--- src/rtl/time_set_if.sv ---
// Front-panel bus for the time-set sequencer.
// Purpose: bundles the button/tick inputs and the field-select/strobe outputs
// that pass between the panel side (debouncers, counter chains) and the
// time_set_controller.
//   master : panel side; drives tick and buttons, observes controller outputs
//   slave  : time_set_controller; reads tick and buttons, drives the outputs
interface time_set_if;
  logic       tick;
  logic       btn_mode;
  logic       btn_up;
  logic       btn_down;
  logic       btn_alarm;
  logic [2:0] mode;
  logic [3:0] field_sel;
  logic       step_up;
  logic       step_down;
  logic       run_en;
  logic       sec_clr;
  logic       blink;
  logic       alarm_armed;

  modport master (
    output tick, btn_mode, btn_up, btn_down, btn_alarm,
    input  mode, field_sel, step_up, step_down, run_en, sec_clr, blink, alarm_armed
  );

  modport slave (
    input  tick, btn_mode, btn_up, btn_down, btn_alarm,
    output mode, field_sel, step_up, step_down, run_en, sec_clr, blink, alarm_armed
  );
endinterface

--- src/rtl/time_set_controller.sv ---
// Front-panel sequencer for the alarm clock digit counters.
// Purpose: turns debounced button levels into one-hot field selects and
// single-cycle up/down steps, pauses the time chain while time is edited,
// clears seconds on leaving time edit, auto-repeats held up/down buttons,
// blinks the edited field, times out idle edits and arms/disarms the alarm.
// Ports:
//   clk    : system clock
//   reset  : synchronous, active-high
//   bus    : time_set_if.slave
//            in  : tick (2 Hz enable), btn_mode, btn_up, btn_down, btn_alarm
//            out : mode[2:0], field_sel[3:0], step_up, step_down, run_en,
//                  sec_clr, blink, alarm_armed (all registered)
module time_set_controller #(
  parameter int TIMEOUT_TICKS = 20,
  parameter int REPEAT_DELAY  = 2,
  parameter int CNT_W         = 5
) (
  input  logic       clk,
  input  logic       reset,
  time_set_if.slave  bus
);

  typedef enum logic [2:0] {
    RUN      = 3'd0,
    SET_MIN  = 3'd1,
    SET_HOUR = 3'd2,
    SET_AMIN = 3'd3,
    SET_AHR  = 3'd4
  } state_e;

  state_e           state_q, state_d;
  logic [3:0]       btn_q;          // {alarm, down, up, mode} delayed 1 clk
  logic [CNT_W-1:0] idle_q, idle_d;
  logic [CNT_W-1:0] hold_q, hold_d;
  logic [3:0]       field_q, field_d;
  logic             step_up_q, step_up_d;
  logic             step_down_q, step_down_d;
  logic             run_en_q, run_en_d;
  logic             sec_clr_q, sec_clr_d;
  logic             blink_q, blink_d;
  logic             armed_q, armed_d;

  logic [3:0] btn_now;
  logic [3:0] press;
  logic       edit;
  logic       up_only;
  logic       down_only;
  logic       rep_fire;
  logic       any_act;
  logic       timeout;
  logic       changed;
  logic       allow_step;

  function automatic state_e next_state(input state_e s);
    case (s)
      RUN:      return SET_MIN;
      SET_MIN:  return SET_HOUR;
      SET_HOUR: return SET_AMIN;
      SET_AMIN: return SET_AHR;
      default:  return RUN;
    endcase
  endfunction

  function automatic logic in_time_edit(input state_e s);
    return (s == SET_MIN) || (s == SET_HOUR);
  endfunction

  function automatic logic [3:0] field_of(input state_e s);
    case (s)
      SET_MIN:  return 4'b0001;
      SET_HOUR: return 4'b0010;
      SET_AMIN: return 4'b0100;
      SET_AHR:  return 4'b1000;
      default:  return 4'b0000;
    endcase
  endfunction

  assign btn_now = {bus.btn_alarm, bus.btn_down, bus.btn_up, bus.btn_mode};
  assign press   = btn_now & ~btn_q;

  always_comb begin
    edit      = (state_q != RUN);
    up_only   = bus.btn_up & ~bus.btn_down;
    down_only = bus.btn_down & ~bus.btn_up;

    // Repeat fires on the tick that brings the hold count to REPEAT_DELAY and
    // on every tick after that; a fresh press takes precedence over a repeat.
    rep_fire = edit && bus.tick && (up_only || down_only) &&
               !(press[1] || press[2]) &&
               (hold_q >= CNT_W'(REPEAT_DELAY - 1));

    any_act = (|press) || rep_fire;
    timeout = edit && bus.tick && !any_act &&
              (idle_q >= CNT_W'(TIMEOUT_TICKS - 1));

    state_d = state_q;
    if (press[0]) begin
      state_d = next_state(state_q);
    end else if (timeout) begin
      state_d = RUN;
    end
    changed = (state_d != state_q);

    hold_d = hold_q;
    if (!edit || changed || !(up_only || down_only) || press[1] || press[2]) begin
      hold_d = '0;
    end else if (bus.tick && (hold_q < CNT_W'(REPEAT_DELAY))) begin
      hold_d = hold_q + CNT_W'(1);
    end

    idle_d = idle_q;
    if (any_act || changed) begin
      idle_d = '0;
    end else if (edit && bus.tick) begin
      idle_d = idle_q + CNT_W'(1);
    end

    // A mode press moves to another field, so any step in that cycle is dropped.
    allow_step  = edit && !press[0];
    step_up_d   = allow_step && up_only   && (press[1] || rep_fire);
    step_down_d = allow_step && down_only && (press[2] || rep_fire);

    run_en_d  = !in_time_edit(state_d);
    sec_clr_d = in_time_edit(state_q) && !in_time_edit(state_d);
    field_d   = field_of(state_d);

    blink_d = blink_q;
    if (state_d == RUN) begin
      blink_d = 1'b0;
    end else if (changed) begin
      blink_d = 1'b1;
    end else if (bus.tick) begin
      blink_d = ~blink_q;
    end

    armed_d = armed_q ^ (press[3] && (state_q == RUN));
  end

  always_ff @(posedge clk) begin
    if (reset) begin
      state_q     <= RUN;
      btn_q       <= '0;
      idle_q      <= '0;
      hold_q      <= '0;
      field_q     <= 4'b0000;
      step_up_q   <= 1'b0;
      step_down_q <= 1'b0;
      run_en_q    <= 1'b1;
      sec_clr_q   <= 1'b0;
      blink_q     <= 1'b0;
      armed_q     <= 1'b0;
    end else begin
      state_q     <= state_d;
      btn_q       <= btn_now;
      idle_q      <= idle_d;
      hold_q      <= hold_d;
      field_q     <= field_d;
      step_up_q   <= step_up_d;
      step_down_q <= step_down_d;
      run_en_q    <= run_en_d;
      sec_clr_q   <= sec_clr_d;
      blink_q     <= blink_d;
      armed_q     <= armed_d;
    end
  end

  assign bus.mode        = state_q;
  assign bus.field_sel   = field_q;
  assign bus.step_up     = step_up_q;
  assign bus.step_down   = step_down_q;
  assign bus.run_en      = run_en_q;
  assign bus.sec_clr     = sec_clr_q;
  assign bus.blink       = blink_q;
  assign bus.alarm_armed = armed_q;

endmodule
--- src/flat_wrapper.sv ---
// flat-port wrapper written by rule: the top's interface ports become plain ports
module time_set_controller_flat 
#(
  parameter int TIMEOUT_TICKS = 20,
  parameter int REPEAT_DELAY  = 2,
  parameter int CNT_W         = 5
)
  (clk, reset, bus_tick, bus_btn_mode, bus_btn_up, bus_btn_down, bus_btn_alarm, bus_mode, bus_field_sel, bus_step_up, bus_step_down, bus_run_en, bus_sec_clr, bus_blink, bus_alarm_armed);
  time_set_if bus_i ();
  input  logic clk;
  input  logic reset;
  input wire logic [$bits(bus_i.tick)-1:0] bus_tick;
  input wire logic [$bits(bus_i.btn_mode)-1:0] bus_btn_mode;
  input wire logic [$bits(bus_i.btn_up)-1:0] bus_btn_up;
  input wire logic [$bits(bus_i.btn_down)-1:0] bus_btn_down;
  input wire logic [$bits(bus_i.btn_alarm)-1:0] bus_btn_alarm;
  output wire logic [$bits(bus_i.mode)-1:0] bus_mode;
  output wire logic [$bits(bus_i.field_sel)-1:0] bus_field_sel;
  output wire logic [$bits(bus_i.step_up)-1:0] bus_step_up;
  output wire logic [$bits(bus_i.step_down)-1:0] bus_step_down;
  output wire logic [$bits(bus_i.run_en)-1:0] bus_run_en;
  output wire logic [$bits(bus_i.sec_clr)-1:0] bus_sec_clr;
  output wire logic [$bits(bus_i.blink)-1:0] bus_blink;
  output wire logic [$bits(bus_i.alarm_armed)-1:0] bus_alarm_armed;
  assign bus_i.tick = bus_tick;
  assign bus_i.btn_mode = bus_btn_mode;
  assign bus_i.btn_up = bus_btn_up;
  assign bus_i.btn_down = bus_btn_down;
  assign bus_i.btn_alarm = bus_btn_alarm;
  assign bus_mode = bus_i.mode;
  assign bus_field_sel = bus_i.field_sel;
  assign bus_step_up = bus_i.step_up;
  assign bus_step_down = bus_i.step_down;
  assign bus_run_en = bus_i.run_en;
  assign bus_sec_clr = bus_i.sec_clr;
  assign bus_blink = bus_i.blink;
  assign bus_alarm_armed = bus_i.alarm_armed;
  time_set_controller #(.TIMEOUT_TICKS(TIMEOUT_TICKS), .REPEAT_DELAY(REPEAT_DELAY), .CNT_W(CNT_W)) u_core (.clk(clk), .reset(reset), .bus(bus_i));
endmodule
--- config.mk ---
export PLATFORM = sky130hd
export DESIGN_NAME = time_set_controller_flat
export DESIGN_NICKNAME = d
export VERILOG_FILES = /design/src/rtl/time_set_if.sv /design/src/rtl/time_set_controller.sv /design/src/flat_wrapper.sv
export SDC_FILE = /design/constraint.sdc
export NUM_CORES = 1
export LEC_CHECK = 0
export ABC_AREA = 0
export BUFFER_PORTS_ARGS = -buffer_cell sky130_fd_sc_hd__clkbuf_2
export CAP_MARGIN = 20
export CORE_MARGIN = 4
export CORE_UTILIZATION = 40
export CTS_CLUSTER_DIAMETER = 60
export DETAILED_ROUTE_END_ITERATION = 12
export PLACE_DENSITY = 0.65
export SLEW_MARGIN = 20
export SYNTH_ARGS = -nofsm -noshare
export SYNTH_HDL_FRONTEND = slang
export SYNTH_SLANG_ARGS = --single-unit
--- constraint.sdc ---
create_clock -name clk -period 2 [get_ports clk]
set_clock_uncertainty 0.05 [all_clocks]
set_input_delay 0.3 -clock clk [delete_from_list [all_inputs] [get_ports clk]]
set_output_delay 0.3 -clock clk [all_outputs]
set_load 0.03 [all_outputs]
==> results of run 1 <==
stage by stage:
| stage | cell area, sq um | std cells | hold slack (ns) |
|---|---|---|---|
| finish | 1420 | 193 | 0.139 |
| global route | 1420 | 193 | 0.127 |
| CTS | 1420 | 193 | 0.139 |
| detailed placement | 1390 | 189 | 0.421 |
| global placement | 1390 | 189 | 0.414 |
| floorplan | 1210 | 135 | 0.378 |
sequential cells by signal (all words and copies together) (netlist names):
name and cells:
u_core.bus.blink 1, u_core.btn_q 4, u_core.idle_q 5, u_core.bus.step_down 1, u_core.bus.sec_clr 1, u_core.bus.alarm_armed 1, u_core.bus.step_up 1, u_core.hold_q 5
u_core.bus.field_sel 4, u_core.bus.run_en 1, u_core.bus.mode 3
routing by layer:
layer,vias to the layer above,track usage,share of wire
met2,32,0.238,0.47
met4,0,0.0441,0.011
li1,533,-,-
met1,516,0.178,0.46
met5,-,0,0
met3,5,0.0324,0.055
power breakdown:
group	total [mW]	switching, mW	internal, mW
Sequential	0.562	0.00729	0.554
Clock	0.232	0.157	0.0748
Combinational	0.138	0.0877	0.0506
Total	0.932	0.252	0.680
cell type report:
cell class,instances,share of cell area
clock buffer,3,0.0159
clock inverter,1,0.00353
inverter,3,0.00794
multi-input combinational,98,0.438
sequential,27,0.382
tap,31,0.0273
timing repair buffer,30,0.125
synthesized netlist by cell type:
| cell type | n | area [sq um] |
|---|---|---|
| nand2_1 | 10 | 37.5 |
| or4_1 | 1 | 7.51 |
| inv_1 | 3 | 11.3 |
| o31ai_1 | 2 | 15.0 |
| nand3b_1 | 1 | 7.51 |
| a31oi_1 | 1 | 6.26 |
| ha_1 | 5 | 62.6 |
| xnor2_1 | 2 | 17.5 |
| clkbuf_1 | 4 | 15.0 |
| o22ai_1 | 3 | 18.8 |
| buf_2 | 1 | 5.00 |
| buf_4 | 1 | 7.51 |
| nor3_1 | 13 | 65.1 |
| nand3_1 | 5 | 25.0 |
| o311ai_1 | 1 | 8.76 |
| a2111o_1 | 1 | 11.3 |
| o21a_1 | 1 | 7.51 |
| or4_4 | 1 | 11.3 |
| nand4_1 | 2 | 12.5 |
| or3_1 | 3 | 18.8 |
| a211oi_1 | 1 | 7.51 |
| nor4_1 | 2 | 12.5 |
| o21ai_0 | 1 | 5.00 |
| o211a_1 | 1 | 10.0 |
| nor2b_1 | 7 | 43.8 |
| mux2i_1 | 1 | 10.0 |
| buf_1 | 1 | 3.75 |
| dfxtp_1 | 27 | 541 |
| a21oi_1 | 8 | 40.0 |
| nand2b_1 | 3 | 18.8 |
| nor3b_1 | 3 | 22.5 |
| or2_2 | 1 | 6.26 |
| o32ai_1 | 1 | 8.76 |
| nor2_1 | 9 | 33.8 |
| xor2_1 | 5 | 43.8 |
| o31a_1 | 1 | 8.76 |
| or4b_1 | 1 | 10.0 |
| a21o_1 | 1 | 7.51 |
worst paths after layout:
| path | end | slack (ns) | cells past startpoint |
|---|---|---|---|
| worst min-delay path | u_core.btn_q[3] | 0.14 | 2 |
| worst min register to register | u_core.hold_q[4] | 0.44 | 1 |
| worst max register to register | u_core.bus.run_en | 0.19 | 6 |
| worst max-delay path | u_core.bus.run_en | 0.19 | 6 |
worst max-delay path, delay by kind of cell (launching register included):
family	cells	cell delay [ns]
AO/OA/AOI/OAI	1	0.30
buffers and inverters	1	0.17
flip-flops	1	0.39
adder cells (fa/ha/maj)	1	0.25
AND/OR/NAND/NOR	3	0.55
cell families (layout without fill, tap and decap cells):
group                    Yosys count  count (layout)
AO/OA/AOI/OAI                     23              23
multiplexers                       1               1
adder cells (fa/ha/maj)            5               5
buffers and inverters             10              37
AND/OR/NAND/NOR                   62              62
XOR/XNOR                           7               7
flip-flops                        27              27
==> reports/metrics.yaml, run 1 <==
status: "complete, no violations"
ir_drop_uv: 358
pre_cts_ws_ns: 0.105
drt_pre_antenna_iters: 4
grt_pass1_vias: 1043
fp.dieW_um: 62.9
final_hold_viol_count: 0
ios: 20
r2r-start: "u_core.idle_q[0]"
hold_start: "bus_btn_alarm"
cts_made_buffers: 3
synth_fa_ha_area_frac: 0.0519
cpPeakStageDelay_ns: 0.39
ctsRootBufferMaster: "clkbuf_4"
dieArea_sq_um: 3950
hpwl_um: 2060
avgSynthCellArea_sq_um: 8.93
tightest_slew_ns: 0.510
h-tree-depth: 1
fin_crit_ns: 1.81
drc_errors: 0
routed_wirelength_um: 2650
multi_input_area_sq_um: 622
std_cell_rows: 19
insertion_delay_ns: 0.32
end_kind: "flop"
postRouteAntennaNets: 0
final_common_cell: "dfxtp_1"
finalSetupViolations: 0
startpoint: "u_core.idle_q[0]"
slowest_stage: "dfxtp_1"
synth_mux_area_frac: 0.00831
core_sq_um: 2830
cts_resized: 0
drt_iter0_drc: 48
powerDensity_nw_per_um2: 657
cts_hold_buf: 0
seq_area_frac_synth: 0.449
synth_top_family_by_area: "simple AND/OR/NAND/NOR gates"
diodes: 0
path_cells: "ha_1, a2111o_1, nand3_1, nor3_1, buf_4, or3_1"
synth_compound_area_frac: 0.129
chipHeight_um: 62.9
hold_class: "in -> reg"
yosysWarningCount: 0
critPathKind: "reg -> reg"
grt_pass1_wl_um: 4590
overflow: 0
syn-num-nets: 147
io_buffers: 19
timing.setup.tns_ns: 0
antenna_found_initial: 0
cts_sinks: 27
via_per_inst: 5.63
drive_gt1_frac: 0.228
syn_area_sq_um: 1200
fillers: 289
start_kind: "flop"
area_growth_pct: 17.8
crit_required_ns: 2.17
finish.utilization: 0.502
maxCapViolCount: 0
cts_tree: "yes"
grt_max_degree: 16
gp_congestion: 0.883
final_nets: 175
rsz0062_at_grt: "false"
crit_fanout: 5
routedWlPerCell_um: 13.7
postLayoutSetupSlackWorst_ns: 0.193
seqCellArea_sq_um: 542
netlist_instances: 135
min_period_over_period: 0.903
p_leak_nw: 0.595
grt.total_usage: 0.142
worstPathArrival_ns: 1.98
start_util: 0.426
max-slew-margin-rel: 0.659
fmax_mhz: 554
synth_cell_types: 38
power_mw: 0.932
vias: 1086
final_cell_mix: "dfxtp_1, clkbuf_2, nor3_1"
cts_buffer_depth: 2
cts_setup_buffers: 0
synthSimpleGateAreaFrac: 0.276
cts.clk_slew.worst_paths_ns: 0.15
drv_slew: 0
ys_ff_latch: 27
synth_xor_area_frac: 0.0509
Note: power is estimated with default switching activity, not from simulation.
==> run 2: changes to the inputs <==
--- a/config.mk
+++ b/config.mk
@@ -10,6 +10,7 @@
 export CAP_MARGIN = 20
 export CORE_MARGIN = 4
 export CORE_UTILIZATION = 40
+export CTS_BUF_LIST = sky130_fd_sc_hd__clkbuf_4 sky130_fd_sc_hd__clkbuf_8
 export CTS_CLUSTER_DIAMETER = 60
 export DETAILED_ROUTE_END_ITERATION = 12
 export PLACE_DENSITY = 0.65
==> constraint.sdc (replaced) <==
create_clock -name clk -period 1.8 [get_ports clk]
set_clock_uncertainty 0.05 [all_clocks]
set_input_delay 0.27 -clock clk [delete_from_list [all_inputs] [get_ports clk]]
set_output_delay 0.27 -clock clk [all_outputs]
set_load 0.03 [all_outputs]
==> run 2 against run 1 <==
Utilization up 3.8 points. Die area unchanged. Combinational power grew 25%. Worst setup slack worse by 0.10 ns. Non-clock buffer count increased by 10. Wire length is 5.7% higher. Power is 14% higher. Clock power is 14% higher. Design area rose by 7.5%. First-iteration DRC count is 40% higher. Critical path depth shrank 1. Global-route usage is 0.92 points higher. Largest cell class unchanged. Largest power group unchanged. Highest routed layer unchanged.
==> reports/metrics.yaml, run 2 (synthesized netlist as in run 1, its figures left out) <==
drc_errors: 0  # unchanged
insertion_delay_ns: 0.33  # was 0.32 ns
drive_gt1_frac: 0.326  # was 0.228
min_period_over_period: 0.949  # was 0.903
cts_hold_buf: 0  # unchanged
overflow: 0  # unchanged
multi_input_area_sq_um: 646  # was 622 sq um
dieArea_sq_um: 3950  # unchanged
cts_setup_buffers: 0  # unchanged
routed_wirelength_um: 2800  # was 2650 um
fillers: 270  # was 289
drt_pre_antenna_iters: 4  # unchanged
final_hold_viol_count: 0  # unchanged
via_per_inst: 5.48  # was 5.63
finalSetupViolations: 0  # unchanged
std_cell_rows: 19  # unchanged
crit_required_ns: 1.98  # was 2.17 ns
area_growth_pct: 26.6  # was 17.8%
maxCapViolCount: 0  # unchanged
finish.utilization: 0.539  # was 0.502
start_util: 0.426  # unchanged
ios: 20  # unchanged
cpPeakStageDelay_ns: 0.54  # was 0.39 ns
slowest_stage: "or4_4"  # was dfxtp_1
cts_buffer_depth: 2  # unchanged
path_buf_inv: 1  # unchanged
ctsRootBufferMaster: "clkbuf_4"  # unchanged
grt_pass1_wl_um: 4860  # was 4590 um
fp.dieW_um: 62.9  # unchanged
startpoint: "u_core.bus.mode[2]"  # was u_core.idle_q[0]
grt.total_usage: 0.151  # was 0.142
drv_slew: 0  # unchanged
seqCellArea_sq_um: 549  # was 542 sq um
start_kind: "flop"  # unchanged
gp_congestion: 0.815  # was 0.883
worstPathArrival_ns: 1.89  # was 1.98 ns
h-tree-depth: 1  # unchanged
final_nets: 185  # was 175
end_kind: "flop"  # unchanged
rsz0062_at_grt: "false"  # unchanged
top_regs: "u_core.hold_q x5, u_core.idle_q x5"  # unchanged
cts_sinks: 27  # unchanged
diodes: 0  # unchanged
hold_class: "in -> reg"  # unchanged
cts.clk_slew.worst_paths_ns: 0.15  # about the same
crit_fanout: 5  # unchanged
hold_depth: 2  # unchanged
postRouteAntennaNets: 0  # unchanged
vias: 1113  # was 1086
timing.setup.tns_ns: 0  # unchanged
path_cells: "o31ai_2, or4_4, nor3_1, buf_4, o22ai_1"  # was ha_1, a2111o_1, nand3_1, nor3_1, buf_4, or3_1
tightest_slew_ns: 0.517  # was 0.510 ns
powerDensity_nw_per_um2: 695  # was 657 nW/um^2
antenna_found_initial: 0  # unchanged
fmax_mhz: 586  # was 554 MHz
grt_max_degree: 16  # unchanged
critPathKind: "reg -> reg"  # unchanged
ir_drop_uv: 292  # was 358 uV
crit_family: "simple AND/OR/NAND/NOR gates"  # unchanged
cts_resized: 0  # unchanged
final_cell_mix: "dfxtp_1, buf_4, clkbuf_2"  # was dfxtp_1, clkbuf_2, nor3_1
cts_made_buffers: 3  # unchanged
cts_tree: "yes"  # unchanged
io_buffers: 19  # unchanged
drt_iter0_drc: 67  # was 48
chipHeight_um: 62.9  # unchanged
rr_worst_depth: 5  # was 6
r2r-start: "u_core.bus.mode[2]"  # was u_core.idle_q[0]
grt_pass1_vias: 1044  # was 1043
core_sq_um: 2830  # unchanged
hold_start: "bus_btn_alarm"  # unchanged
p_leak_nw: 0.650  # was 0.595 nW
status: "complete, no violations"  # unchanged
hpwl_um: 2150  # was 2060 um
path_depth: 5  # was 6
routedWlPerCell_um: 13.8  # was 13.7 um
max-slew-margin-rel: 0.655  # was 0.659
fin_crit_ns: 1.71  # was 1.81 ns
final_common_cell: "dfxtp_1"  # unchanged
==> run 2: cell types whose count changed in the layout (fill, tap and decap cells not counted), sizes merged <==
cell | before | now
buf | 11 | 21
==> run 2: final timing paths <==
| path | to | slack [ns] |
|---|---|---|
| max | u_core.bus.mode[2] | 0.09 |
| min | u_core.btn_q[3] | 0.11 |
| max reg2reg | u_core.bus.mode[2] | 0.09 |
| min reg2reg | u_core.hold_q[3] | 0.45 |
==> run 2: worst reg2reg max path, stage by stage, from the launching register on <==
cell     delay, ns
dfxtp_4       0.38
o31ai_2       0.07
or4_4         0.54
nor3_1        0.30
buf_4         0.20
o22ai_1       0.07
==> run 2: area by class of cell <==
| type | count | area share |
|---|---|---|
| tap | 31 | 0.0254 |
| multi-input combinational | 98 | 0.423 |
| inverter | 3 | 0.00738 |
| sequential | 27 | 0.360 |
| clock inverter | 1 | 0.00328 |
| timing repair buffer | 40 | 0.166 |
| clock buffer | 3 | 0.0148 |
==> run 2: where the power goes <==
part	total, mW	switching, mW	internal (mW)
Sequential	0.624	0.00879	0.615
Combinational	0.172	0.102	0.0707
Clock	0.264	0.180	0.0834
Total	1.06	0.291	0.769
==> run 2: per-layer routing <==
layer,vias to the layer above,global-route usage,wire [um]
met1,524,0.193,1250
met5,-,0,0
met2,29,0.256,1420
li1,558,-,-
met3,2,0.0198,115
met4,0,0.0579,19
==> run 2: through the flow <==
step	setup slack [ns]	hold WS, ns	power, mW	instances	cell area, sq um
floorplan	0.00328	0.348	0.739	135	1220
finish	0.0922	0.107	1.06	203	1530
detailed placement	0.0324	0.416	0.807	199	1480
global route	0.00285	0.111	1.11	203	1530
global placement	0.00820	0.417	0.803	199	1480
CTS	0.0405	0.112	1.07	203	1500
==> run 3: changes to the inputs <==
--- a/config.mk
+++ b/config.mk
@@ -8,7 +8,7 @@
 export ABC_AREA = 0
 export BUFFER_PORTS_ARGS = -buffer_cell sky130_fd_sc_hd__clkbuf_2
 export CAP_MARGIN = 20
-export CORE_MARGIN = 4
+export CORE_MARGIN = 1
 export CORE_UTILIZATION = 40
 export CTS_BUF_LIST = sky130_fd_sc_hd__clkbuf_4 sky130_fd_sc_hd__clkbuf_8
 export CTS_CLUSTER_DIAMETER = 60
==> run 3 against run 2 <==
Global-route usage grew 2.7 points. Critical endpoint is now u_core.bus.sec_clr. Highest routed layer unchanged. First-iteration DRC count shrank 63%. Hold slack lost 0.034 ns. Maximum frequency shrank 1.7%. Flip-flop and latch count is the same. Critical path type unchanged. Power grew 0.53%. Via count shrank 4.8%. Register-to-register slack lost 0.03 ns.
==> reports/metrics.yaml, run 3 (synthesized netlist as in run 1, its figures left out) <==
fillers: 270  # unchanged
grt_pass1_vias: 1069  # was 1044
drc_errors: 0  # unchanged
start_util: 0.430  # was 0.426
end_kind: "flop"  # unchanged
grt.total_usage: 0.178  # was 0.151
powerDensity_nw_per_um2: 710  # was 695 nW/um^2
h-tree-depth: 1  # unchanged
ir_drop_uv: 376  # was 292 uV
dieArea_sq_um: 3240  # was 3950 sq um
chipHeight_um: 56.9  # was 62.9 um
whs_endpoint: "u_core.bus.mode[0]"  # was u_core.btn_q[3]
cpPeakStageDelay_ns: 0.55  # was 0.54 ns
drive_gt1_frac: 0.302  # was 0.326
diodes: 0  # unchanged
rr_worst_depth: 4  # was 5
ios: 20  # unchanged
routedWlPerCell_um: 12.9  # was 13.8 um
fmax_mhz: 576  # was 586 MHz
hold_class: "in -> reg"  # unchanged
fin_hold_ws_ns: 0.0724  # was 0.107 ns
path_buf_inv: 0  # was 1
hpwl_um: 1950  # was 2150 um
hold_start: "reset"  # was bus_btn_alarm
worstPathArrival_ns: 1.97  # was 1.89 ns
grt_pass1_wl_um: 4530  # was 4860 um
tightest_slew_ns: 0.540  # was 0.517 ns
cts_setup_buffers: 0  # unchanged
finish.utilization: 0.535  # was 0.539
crit_required_ns: 2.03  # was 1.98 ns
gp_congestion: 0.825  # was 0.815
io_buffers: 19  # unchanged
critPathKind: "reg -> reg"  # unchanged
cts_buffer_depth: 2  # unchanged
antenna_found_initial: 0  # unchanged
max-slew-margin-rel: 0.639  # was 0.655
insertion_delay_ns: 0.33  # about the same
final_hold_viol_count: 0  # unchanged
final_common_cell: "dfxtp_1"  # unchanged
slowest_stage: "or4_4"  # unchanged
hold_depth: 2  # unchanged
seqCellArea_sq_um: 547  # was 549 sq um
crit_family: "simple AND/OR/NAND/NOR gates"  # unchanged
drt_iter0_drc: 25  # was 67
r2r_end: "u_core.bus.sec_clr"  # was u_core.bus.mode[2]
vias: 1060  # was 1113
start_kind: "flop"  # unchanged
cts_tree: "yes"  # unchanged
final_cell_mix: "dfxtp_1, clkbuf_2, buf_4"  # was dfxtp_1, buf_4, clkbuf_2
area_growth_pct: 24.6  # was 26.6%
ctsRootBufferMaster: "clkbuf_4"  # unchanged
finalSetupViolations: 0  # unchanged
routed_wirelength_um: 2580  # was 2800 um
cts_sinks: 27  # unchanged
drv_slew: 0  # unchanged
core_sq_um: 2810  # was 2830 sq um
crit_fanout: 4  # was 5
path_cells: "o31ai_2, or4_4, or4b_1, nand3_1"  # was o31ai_2, or4_4, nor3_1, buf_4, o22ai_1
std_cell_rows: 19  # unchanged
grt_max_degree: 17  # was 16
fp.dieW_um: 56.9  # was 62.9 um
multi_input_area_sq_um: 646  # unchanged
r2r_slack_ns: 0.06  # was 0.09 ns
top_regs: "u_core.hold_q x5, u_core.idle_q x5"  # unchanged
path_depth: 4  # was 5
r2r-start: "u_core.bus.mode[0]"  # was u_core.bus.mode[2]
fin_crit_ns: 1.74  # was 1.71 ns
p_leak_nw: 0.634  # was 0.650 nW
rsz0062_at_grt: "false"  # unchanged
status: "complete, no violations"  # unchanged
via_per_inst: 5.30  # was 5.48
min_period_over_period: 0.965  # was 0.949
maxCapViolCount: 0  # unchanged
postRouteAntennaNets: 0  # unchanged
cts_made_buffers: 3  # unchanged
cts.clk_slew.worst_paths_ns: 0.15  # about the same
final_nets: 182  # was 185
drt_pre_antenna_iters: 4  # unchanged
overflow: 0  # unchanged
==> run 3: worst register-to-register path, delay by kind of cell (launching register included) <==
kind            cells  cell delay (ns)
simple gates        3             1.19
flops               1             0.36
compound gates      1             0.08
==> run 3: routing by layer <==
| metal | up-vias | GRT usage | part of all wire |
|---|---|---|---|
| met3 | 5 | 0.0300 | 0.035 |
| met5 | - | 0 | 0 |
| met4 | 0 | 0.0767 | 0.015 |
| li1 | 549 | - | - |
| met1 | 484 | 0.216 | 0.48 |
| met2 | 22 | 0.308 | 0.47 |
==> run 3: layout make-up <==
cell class	instances	share of cell area
multi-input cells	98	0.430
flip-flops and latches	27	0.364
repair buffers	37	0.153
well taps	31	0.0258
clock buffers	3	0.0150
inverters	3	0.00750
clock inverters	1	0.00417
==> run 3: worst max-delay path by stage <==
stage | start | endpoint | slack [ns]
3_5_place_dp | bus_btn_alarm | u_core.bus.blink | -0.08
3_3_place_gp | bus_btn_alarm | u_core.bus.blink | -0.02
2_1_floorplan | u_core.bus.mode[2] | u_core.bus.sec_clr | 0.003
6_report | u_core.bus.mode[0] | u_core.bus.sec_clr | 0.06
4_1_cts | u_core.bus.mode[2] | u_core.bus.sec_clr | 0.07
5_1_grt | u_core.hold_q[1] | u_core.bus.sec_clr | 0.002
==> run 3: report_power, final <==
group	switching (mW)	internal, mW	total, mW
combinational	0.0990	0.0659	0.165
sequential	0.00863	0.615	0.624
clock	0.190	0.0870	0.277
total	0.297	0.768	1.07
==> run 3: what timing repair did <==
action / 4_1_cts / 5_1_grt
setup endpoints to repair: 5 / 14
pin swaps: 0 / 0
cloned: 0 / 0
endpoints found under the hold margin: 0 / 0
hold buffers: 0 / 0
gates resized for setup: 1 / 3
==> run 3: through the flow <==
step                cell area [sq um]  cells  setup TNS, ns  worst slack [ns]  total power, mW
CTS                              1490    200              0            0.0664             1.07
floorplan                        1220    135              0           0.00328            0.739
finish                           1500    200              0            0.0627             1.07
detailed placement               1450    196         -0.685           -0.0795            0.800
global placement                 1450    196         -0.120           -0.0208            0.798
global route                     1500    200              0           0.00247             1.11
